===== src/rtl/cache_mem_arbiter_if.sv =====
// cache_mem_arbiter_if: cache request, refill/ack and memory-port signals of the arbiter
interface cache_mem_arbiter_if #(parameter int LINE_WORDS = 4);
    localparam int IW = $clog2(LINE_WORDS);
    logic          ic_req;
    logic [31:0]   ic_addr;
    logic          dc_req;
    logic          dc_we;
    logic [31:0]   dc_addr;
    logic [31:0]   dc_wdata;
    logic          mem_req;
    logic          mem_we;
    logic [31:0]   mem_addr;
    logic [31:0]   mem_wdata;
    logic          mem_ready;
    logic [31:0]   mem_rdata;
    logic          ic_fill_we;
    logic          dc_fill_we;
    logic [IW-1:0] fill_idx;
    logic [31:0]   fill_data;
    logic          ic_ack;
    logic          dc_ack;
    logic          waiting;
    modport master (
        input  ic_req, ic_addr, dc_req, dc_we, dc_addr, dc_wdata, mem_ready, mem_rdata,
        output mem_req, mem_we, mem_addr, mem_wdata, ic_fill_we, dc_fill_we,
               fill_idx, fill_data, ic_ack, dc_ack, waiting
    );
    modport slave (
        output ic_req, ic_addr, dc_req, dc_we, dc_addr, dc_wdata, mem_ready, mem_rdata,
        input  mem_req, mem_we, mem_addr, mem_wdata, ic_fill_we, dc_fill_we,
               fill_idx, fill_data, ic_ack, dc_ack, waiting
    );
endinterface


===== src/rtl/cache_mem_arbiter.sv =====
// cache_mem_arbiter: round-robin sharing of one memory port between I-cache and D-cache refills/stores
module cache_mem_arbiter #(parameter int LINE_WORDS = 4) (
    input logic clk,
    input logic rst,
    cache_mem_arbiter_if.master bus
);
    localparam int IW = $clog2(LINE_WORDS);
    localparam int B = IW + 2;
    typedef enum logic [2:0] {IDLE, IC_FILL, DC_FILL, DC_WRITE, DONE} state_t;
    state_t state, next;
    logic [IW-1:0] cnt;
    logic owner, last;
    logic gnt_dc, gnt_ic, fill, wr;
    // on a tie the grant goes to whichever side was not served last
    assign gnt_dc = bus.dc_req & (~bus.ic_req | ~last);
    assign gnt_ic = bus.ic_req & ~gnt_dc;
    assign fill = state == IC_FILL || state == DC_FILL;
    assign wr = state == DC_WRITE;
    always_ff @(posedge clk or posedge rst) begin
        if (rst) begin
            state <= IDLE;
            cnt <= '0;
            owner <= 1'b0;
            last <= 1'b0;
        end else begin
            state <= next;
            if (state == IDLE && (gnt_dc || gnt_ic)) begin
                cnt <= '0;
                owner <= gnt_dc;
                last <= gnt_dc;
            end else if (fill && bus.mem_ready) begin
                cnt <= cnt + 1'b1;
            end
        end
    end
    always_comb begin
        next = state;
        case (state)
            IDLE:             next = gnt_dc ? (bus.dc_we ? DC_WRITE : DC_FILL) : gnt_ic ? IC_FILL : IDLE;
            IC_FILL, DC_FILL: next = (bus.mem_ready && &cnt) ? DONE : state;
            DC_WRITE:         next = bus.mem_ready ? DONE : DC_WRITE;
            default:          next = IDLE;
        endcase
    end
    always_comb begin
        bus.mem_req = fill | wr;
        bus.mem_we = wr;
        bus.mem_addr = fill ? {(state == DC_FILL ? bus.dc_addr[31:B] : bus.ic_addr[31:B]), cnt, 2'b00}
                     : wr ? {bus.dc_addr[31:2], 2'b00} : '0;
        bus.mem_wdata = wr ? bus.dc_wdata : '0;
        bus.ic_fill_we = state == IC_FILL && bus.mem_ready;
        bus.dc_fill_we = state == DC_FILL && bus.mem_ready;
        bus.fill_idx = fill ? cnt : '0;
        bus.fill_data = fill ? bus.mem_rdata : '0;
        bus.ic_ack = state == DONE && !owner;
        bus.dc_ack = state == DONE && owner;
        bus.waiting = (bus.ic_req & ~bus.ic_ack) | (bus.dc_req & ~bus.dc_ack);
    end
endmodule


===== src/flat_wrapper.sv =====
// flat-port wrapper written by rule: the top's interface ports become plain ports
module cache_mem_arbiter_flat 
#(parameter int LINE_WORDS = 4)
  (clk, rst, bus_ic_req, bus_ic_addr, bus_dc_req, bus_dc_we, bus_dc_addr, bus_dc_wdata, bus_mem_ready, bus_mem_rdata, bus_mem_req, bus_mem_we, bus_mem_addr, bus_mem_wdata, bus_ic_fill_we, bus_dc_fill_we, bus_fill_idx, bus_fill_data, bus_ic_ack, bus_dc_ack, bus_waiting);
  cache_mem_arbiter_if #(.LINE_WORDS(LINE_WORDS)) bus_i ();
  input logic clk;
  input logic rst;
  input wire logic [$bits(bus_i.ic_req)-1:0] bus_ic_req;
  input wire logic [$bits(bus_i.ic_addr)-1:0] bus_ic_addr;
  input wire logic [$bits(bus_i.dc_req)-1:0] bus_dc_req;
  input wire logic [$bits(bus_i.dc_we)-1:0] bus_dc_we;
  input wire logic [$bits(bus_i.dc_addr)-1:0] bus_dc_addr;
  input wire logic [$bits(bus_i.dc_wdata)-1:0] bus_dc_wdata;
  input wire logic [$bits(bus_i.mem_ready)-1:0] bus_mem_ready;
  input wire logic [$bits(bus_i.mem_rdata)-1:0] bus_mem_rdata;
  output wire logic [$bits(bus_i.mem_req)-1:0] bus_mem_req;
  output wire logic [$bits(bus_i.mem_we)-1:0] bus_mem_we;
  output wire logic [$bits(bus_i.mem_addr)-1:0] bus_mem_addr;
  output wire logic [$bits(bus_i.mem_wdata)-1:0] bus_mem_wdata;
  output wire logic [$bits(bus_i.ic_fill_we)-1:0] bus_ic_fill_we;
  output wire logic [$bits(bus_i.dc_fill_we)-1:0] bus_dc_fill_we;
  output wire logic [$bits(bus_i.fill_idx)-1:0] bus_fill_idx;
  output wire logic [$bits(bus_i.fill_data)-1:0] bus_fill_data;
  output wire logic [$bits(bus_i.ic_ack)-1:0] bus_ic_ack;
  output wire logic [$bits(bus_i.dc_ack)-1:0] bus_dc_ack;
  output wire logic [$bits(bus_i.waiting)-1:0] bus_waiting;
  assign bus_i.ic_req = bus_ic_req;
  assign bus_i.ic_addr = bus_ic_addr;
  assign bus_i.dc_req = bus_dc_req;
  assign bus_i.dc_we = bus_dc_we;
  assign bus_i.dc_addr = bus_dc_addr;
  assign bus_i.dc_wdata = bus_dc_wdata;
  assign bus_i.mem_ready = bus_mem_ready;
  assign bus_i.mem_rdata = bus_mem_rdata;
  assign bus_mem_req = bus_i.mem_req;
  assign bus_mem_we = bus_i.mem_we;
  assign bus_mem_addr = bus_i.mem_addr;
  assign bus_mem_wdata = bus_i.mem_wdata;
  assign bus_ic_fill_we = bus_i.ic_fill_we;
  assign bus_dc_fill_we = bus_i.dc_fill_we;
  assign bus_fill_idx = bus_i.fill_idx;
  assign bus_fill_data = bus_i.fill_data;
  assign bus_ic_ack = bus_i.ic_ack;
  assign bus_dc_ack = bus_i.dc_ack;
  assign bus_waiting = bus_i.waiting;
  cache_mem_arbiter #(.LINE_WORDS(LINE_WORDS)) u_core (.clk(clk), .rst(rst), .bus(bus_i));
endmodule

===== config.mk =====
export PLATFORM = sky130hd
export DESIGN_NAME = cache_mem_arbiter_flat
export DESIGN_NICKNAME = d
export VERILOG_FILES = /design/src/rtl/cache_mem_arbiter_if.sv /design/src/rtl/cache_mem_arbiter.sv /design/src/flat_wrapper.sv
export SDC_FILE = /design/constraint.sdc
export NUM_CORES = 1
export LEC_CHECK = 0
export CORE_AREA = 2 2 93 95
export CTS_BUF_LIST = sky130_fd_sc_hd__clkbuf_8
export DETAILED_ROUTE_END_ITERATION = 8
export DIE_AREA = 0 0 95 97
export PLACE_DENSITY = 0.65
export SLEW_MARGIN = 15
export SYNTH_ARGS = -nofsm -noshare
export SYNTH_HDL_FRONTEND = slang
export SYNTH_SLANG_ARGS = --single-unit

===== constraint.sdc =====
create_clock -name clk -period 1.62 [get_ports clk]
set_clock_uncertainty 0.15 [all_clocks]
set_input_delay 0.324 -clock clk [delete_from_list [all_inputs] [get_ports clk]]
set_output_delay 0.324 -clock clk [all_outputs]
set_load 0.05 [all_outputs]

Word-level counts from Yosys, hierarchy flattened
Cells that the tools add are included.
{ "totals": {"reg_bits": 6, "inputBits": 134, "output_inout_bits": 105, "elab_cells": 49} }
{ "classes": {"add_sub_neg": 1, "n_eq_ne": 5, "muxes": 14, "n_bitwise": 12, "n_reduce_logical": 14} }
{ "ops": {"columns": ["op", "n"], "rows": [
  ["32-bit two-way mux", 4],
  ["28-bit two-way mux", 1],
  ["3-bit two-way mux", 3],
  ["3-bit case mux with 3 select lines", 1],
  ["1-bit logical AND", 7],
  ["3-bit by 2-bit equality test with 1-bit output, second input constant", 2],
  ["2-bit two-way mux", 3],
  ["1-bit NOT", 5],
  ["1-bit AND", 4],
  ["3-bit by 1-bit equality test with 1-bit output, second input constant", 1],
  ["3-bit equality test, second input constant", 1],
  ["3-bit logical NOT", 1],
  ["1-bit bitwise OR", 3],
  ["2-bit by 1-bit adder with 2-bit output, second input constant", 1],
  ["1-bit logical OR", 2],
  ["1-bit two-way mux", 2],
  ["2-bit by 1-bit inequality test with 1-bit output, second input constant", 1],
  ["2-bit AND reduction", 1],
  ["2-bit nonzero test", 1],
  ["2-bit OR reduction", 1],
  ["1-bit logical NOT", 1]
]} }

Longest topological paths before layout
{ "depth": {"depth_word": 8, "depth_mapped": 6} }

Worst setup path before layout
OpenSTA, ideal clock, no wires.
{ "synth_path": {"path_kind": "reg2out", "startpoint": "register u_core.state[0]", "endpoint": "output bus_dc_fill_we", "arrival_ps": 1937, "required_time_ps": 1146, "slack_ps": -791, "path_stages_with_launch": 5, "n_path_buf": 3, "cell_sequence": "dfrtp_1 -> buf_2 -> clkbuf_1 -> clkbuf_1 -> nor3_1"} }
{ "synth_between": {"elab_chain_cells": 2} }
{ "synth_lines": {"columns": ["item", "line_no", "text"], "rows": [
  ["start, declared", "cache_mem_arbiter.sv:10", "state_t state, next;"],
  ["start signal, assigned", "cache_mem_arbiter.sv:26", "state <= next;"],
  ["3-bit by 2-bit equality test with 1-bit output", "cache_mem_arbiter.sv:52", "bus.dc_fill_we = state == DC_FILL && bus.mem_ready;"],
  ["1-bit logical AND", "cache_mem_arbiter.sv:52", null],
  ["end, declared", "flat_wrapper.sv:21", "output wire logic [$bits(bus_i.dc_fill_we)-1:0] bus_dc_fill_we;"]
]} }
No other way between the ends.

Worst setup path in the final report
{ "layout_path": {"startpoint": "register u_core.state[0]", "endpoint": "output bus_waiting"} }
{ "layout_between": {"elab_chain_cells": 5, "elab_cells_between_ends": 8} }
{ "layout_lines": {"columns": ["item", "line_no", "text"], "rows": [
  ["3-bit equality test (*)", "cache_mem_arbiter.sv:55, cache_mem_arbiter.sv:56", null],
  ["1-bit logical AND (on tied branches)", "cache_mem_arbiter.sv:55, cache_mem_arbiter.sv:56", null],
  ["1-bit NOT", "cache_mem_arbiter.sv:57", "bus.waiting = (bus.ic_req & ~bus.ic_ack) | (bus.dc_req & ~bus.dc_ack);"],
  ["1-bit AND", "cache_mem_arbiter.sv:57", null],
  ["1-bit bitwise OR (*)", "cache_mem_arbiter.sv:57", null],
  ["end, declared", "flat_wrapper.sv:26", "output wire logic [$bits(bus_i.waiting)-1:0] bus_waiting;"]
]} }
Mark *: on every way between the ends. The rest lies on a longest branch, timed or not.

==> metrics.yaml <==
sta:
  finalHoldViolCount: 0
  finalCriticalPeriod_ps: 2070
  holdWs_ps: 172
  slew_viol_final: 0
  setup_violations: 103
  fmax_mhz: 482
  tns_ps: -38020
  fin_crit_sh_pct: 128
  setup_ws_ps: -453
  rsz0062_at_grt: "yes"
status:
  status: "complete, but fails checks"
  violations: "negative setup slack"
clocking:
  clkTransAtPathRegs_ps: 40
  htreeDepth: 1
  cts_buffers: 3
  clockBufferDepth: 2
  cts_hold_buf: 0
  clk_latency_ps: 220
  clock_sinks: 6
  cts_root_buffer: "clkbuf_8"
  cts_tree: "built"
global_routing:
  antenna_found_initial: 0
  grt-ovfl-total: 0
  grt_max_degree: 34
  grt_pass1_vias: 2415
  grtUsageTotal_pct: 20.5
  grt_first_pass_wirelength_mm: 14.6
min_path:
  hp-class: "input port to asynchronous set/reset pin"
final_layout:
  drive_gt1_share_pct: 60.1
  fillers: 582
  nets: 553
  fin_util_pct: 68.2
  fin_area_um2: 5540
  num_antenna_cells: 0
  area_growth_pct: 337
logic_synthesis:
  netlist.area_leader.share_pct: 20.7
  synth_top_flop_cell: "dfrtp_1"
  synth_cells: 175
  syn_area_um2: 1270
  synthTopCellsByCount: "and2_1, and3_1, a22o_1"
  async_flop_share_pct: 100
  synth_largest_area_cell: "a22o_1"
  synth-seq-cells: 6
  synth_edf_count: 0
  ys_top_cells_by_area: "a22o_1, and2_1, and3_1"
  ys_seq_area_share_pct: 11.8
  yosysWarningCount: 0
  syn_avg_cell_area_um2: 7.26
  synth.distinct_cells: 32
  yosys.cell_count.top_type: "and2_1"
pwr:
  p_leak_nw: 2.34
  finalPower_mw: 13.7
  vdd_drop_max_uv: 1120
  power.density_nw_per_um2: 2470
routing:
  ant_nets: 0
  wl_per_cell_um: 18.9
  totalWireLength_mm: 9.86
  drtIter0Drc: 33
  first_pass_iters: 4
  viasPerCell: 4.39
  drc: 0
  via_count: 2285
critical_path:
  start_kind: "register"
  setup.worst_path.class: "register to output pin"
  path_common_cell: "o21ai_4"
  critical_path.max_stage_delay_ps: 560
  critPathRequiredTime_ps: 1150
  critical-path-slowest-cell: "or4b_4"
  crit_chain: "or4b_4 > o21ai_4 > o21ai_4 > buf_6"
  path_max_fanout: 4
  cp-end-kind: "output pin"
  worstPathArrival_ps: 1600
floorplanning:
  fp.dieArea_um2: 9220
  die_h_um: 97
  num_rows: 33
  die_w_um: 95
  core_um2: 8130
  start_util_pct: 15.6
  num_io_pins: 239
placement:
  post-dp-hpwl_mm: 8.31
  portBuffers: 230
  place.gp.congestion: 0.900
  dpl-instance-area_um2: 5330
job:
  maxCapViolations: 0
==> layout make-up <==
| cell class | count | area, µm² | share of cell area, % |
|---|---|---|---|
| Timing Repair Buffer | 259 | 3660 | 66.1 |
| Multi-Input combinational cell | 142 | 1530 | 27.6 |
| Sequential cell | 6 | 154 | 2.78 |
| Tap cell | 105 | 131 | 2.37 |
| Clock buffer | 3 | 41.3 | 0.745 |
| Inverter | 6 | 26.3 | 0.474 |
==> critical path: cells and delay by family (launching register included) <==
family / cells / cell delay (ps)
AND/OR/NAND/NOR: 1 / 560
flip-flops: 1 / 430
AO/OA/AOI/OAI: 2 / 230
buffers and inverters: 1 / 150
==> placed cells by master, fill, tap and decap left out, types with 4 or more instances in the layout <==
master             n
buf_4             16
inv_1              5
clkdlybuf4s50_1  125
nor3_1             4
and2_4            36
a22o_4            27
and3_4            34
buf_6              6
buf_12           106
==> registers in the layout (all words and copies together) (netlist names) <==
register	flops
u_core.owner	1
u_core.cnt	2
u_core.state	3
==> routing by layer <==
metal | up-vias | share of wire, % | track usage, %
li1 | 1108 | - | -
met1 | 1070 | 33 | 20.2
met2 | 97 | 57 | 40.7
met3 | 10 | 9.3 | 7.24
met4 | 0 | 1.5 | 3.01
met5 | - | 0 | 0
==> report_power, final <==
part	switching (mW)	internal, mW	total [mW]
logic	6.46	6.67	13.1
clock network	0.0670	0.160	0.227
registers	0.0947	0.222	0.316
total	6.62	7.05	13.7
==> cell families (layout without fill, tap and decap cells) <==
kind of cell	count (synthesis)	count (layout)	share of synthesized area [%]
DFF	6	6	11.8
buffers and inverters	28	268	12.1
AOI/OAI and AO/OA	45	45	28.4
adders and majority gates	1	1	0.985
xor gates and xnor gates	1	1	1.28
and+or+nand+nor	93	93	45.1
other	1	2	0.295
==> stage by stage <==
step,setup WS [ps],std cells
CTS,-458,520
floorplan,-244,176
finish,-453,521
global placement,-276,511
detailed placement,-308,511
global route,-490,521
==> final timing paths <==
| path | from | depth (start not counted) | slack (ps) | to |
|---|---|---|---|---|
| setup / recovery | u_core.state[0] | 4 | -450 | bus_waiting |
| setup reg to reg | u_core.state[0] | 7 | 110 | u_core.cnt[0] |
| max in group asynchronous | rst | 2 | 930 | u_core.state[0] |
| min in group clk | u_core.cnt[0] | 1 | 460 | u_core.cnt[0] |
| hold / removal | rst | 2 | 170 | u_core.cnt[1] |
| hold reg to reg | u_core.cnt[0] | 1 | 460 | u_core.cnt[0] |
==> timing repair <==
action / in CTS / in global routing
pin swaps: 11 / 16
endpoints found under the setup margin: 103 / 105
setup buffers: 7 / 2
resized for setup: 20 / 13
cloned: 1 / 1
No activity file was read; power rests on OpenSTA's default activity.
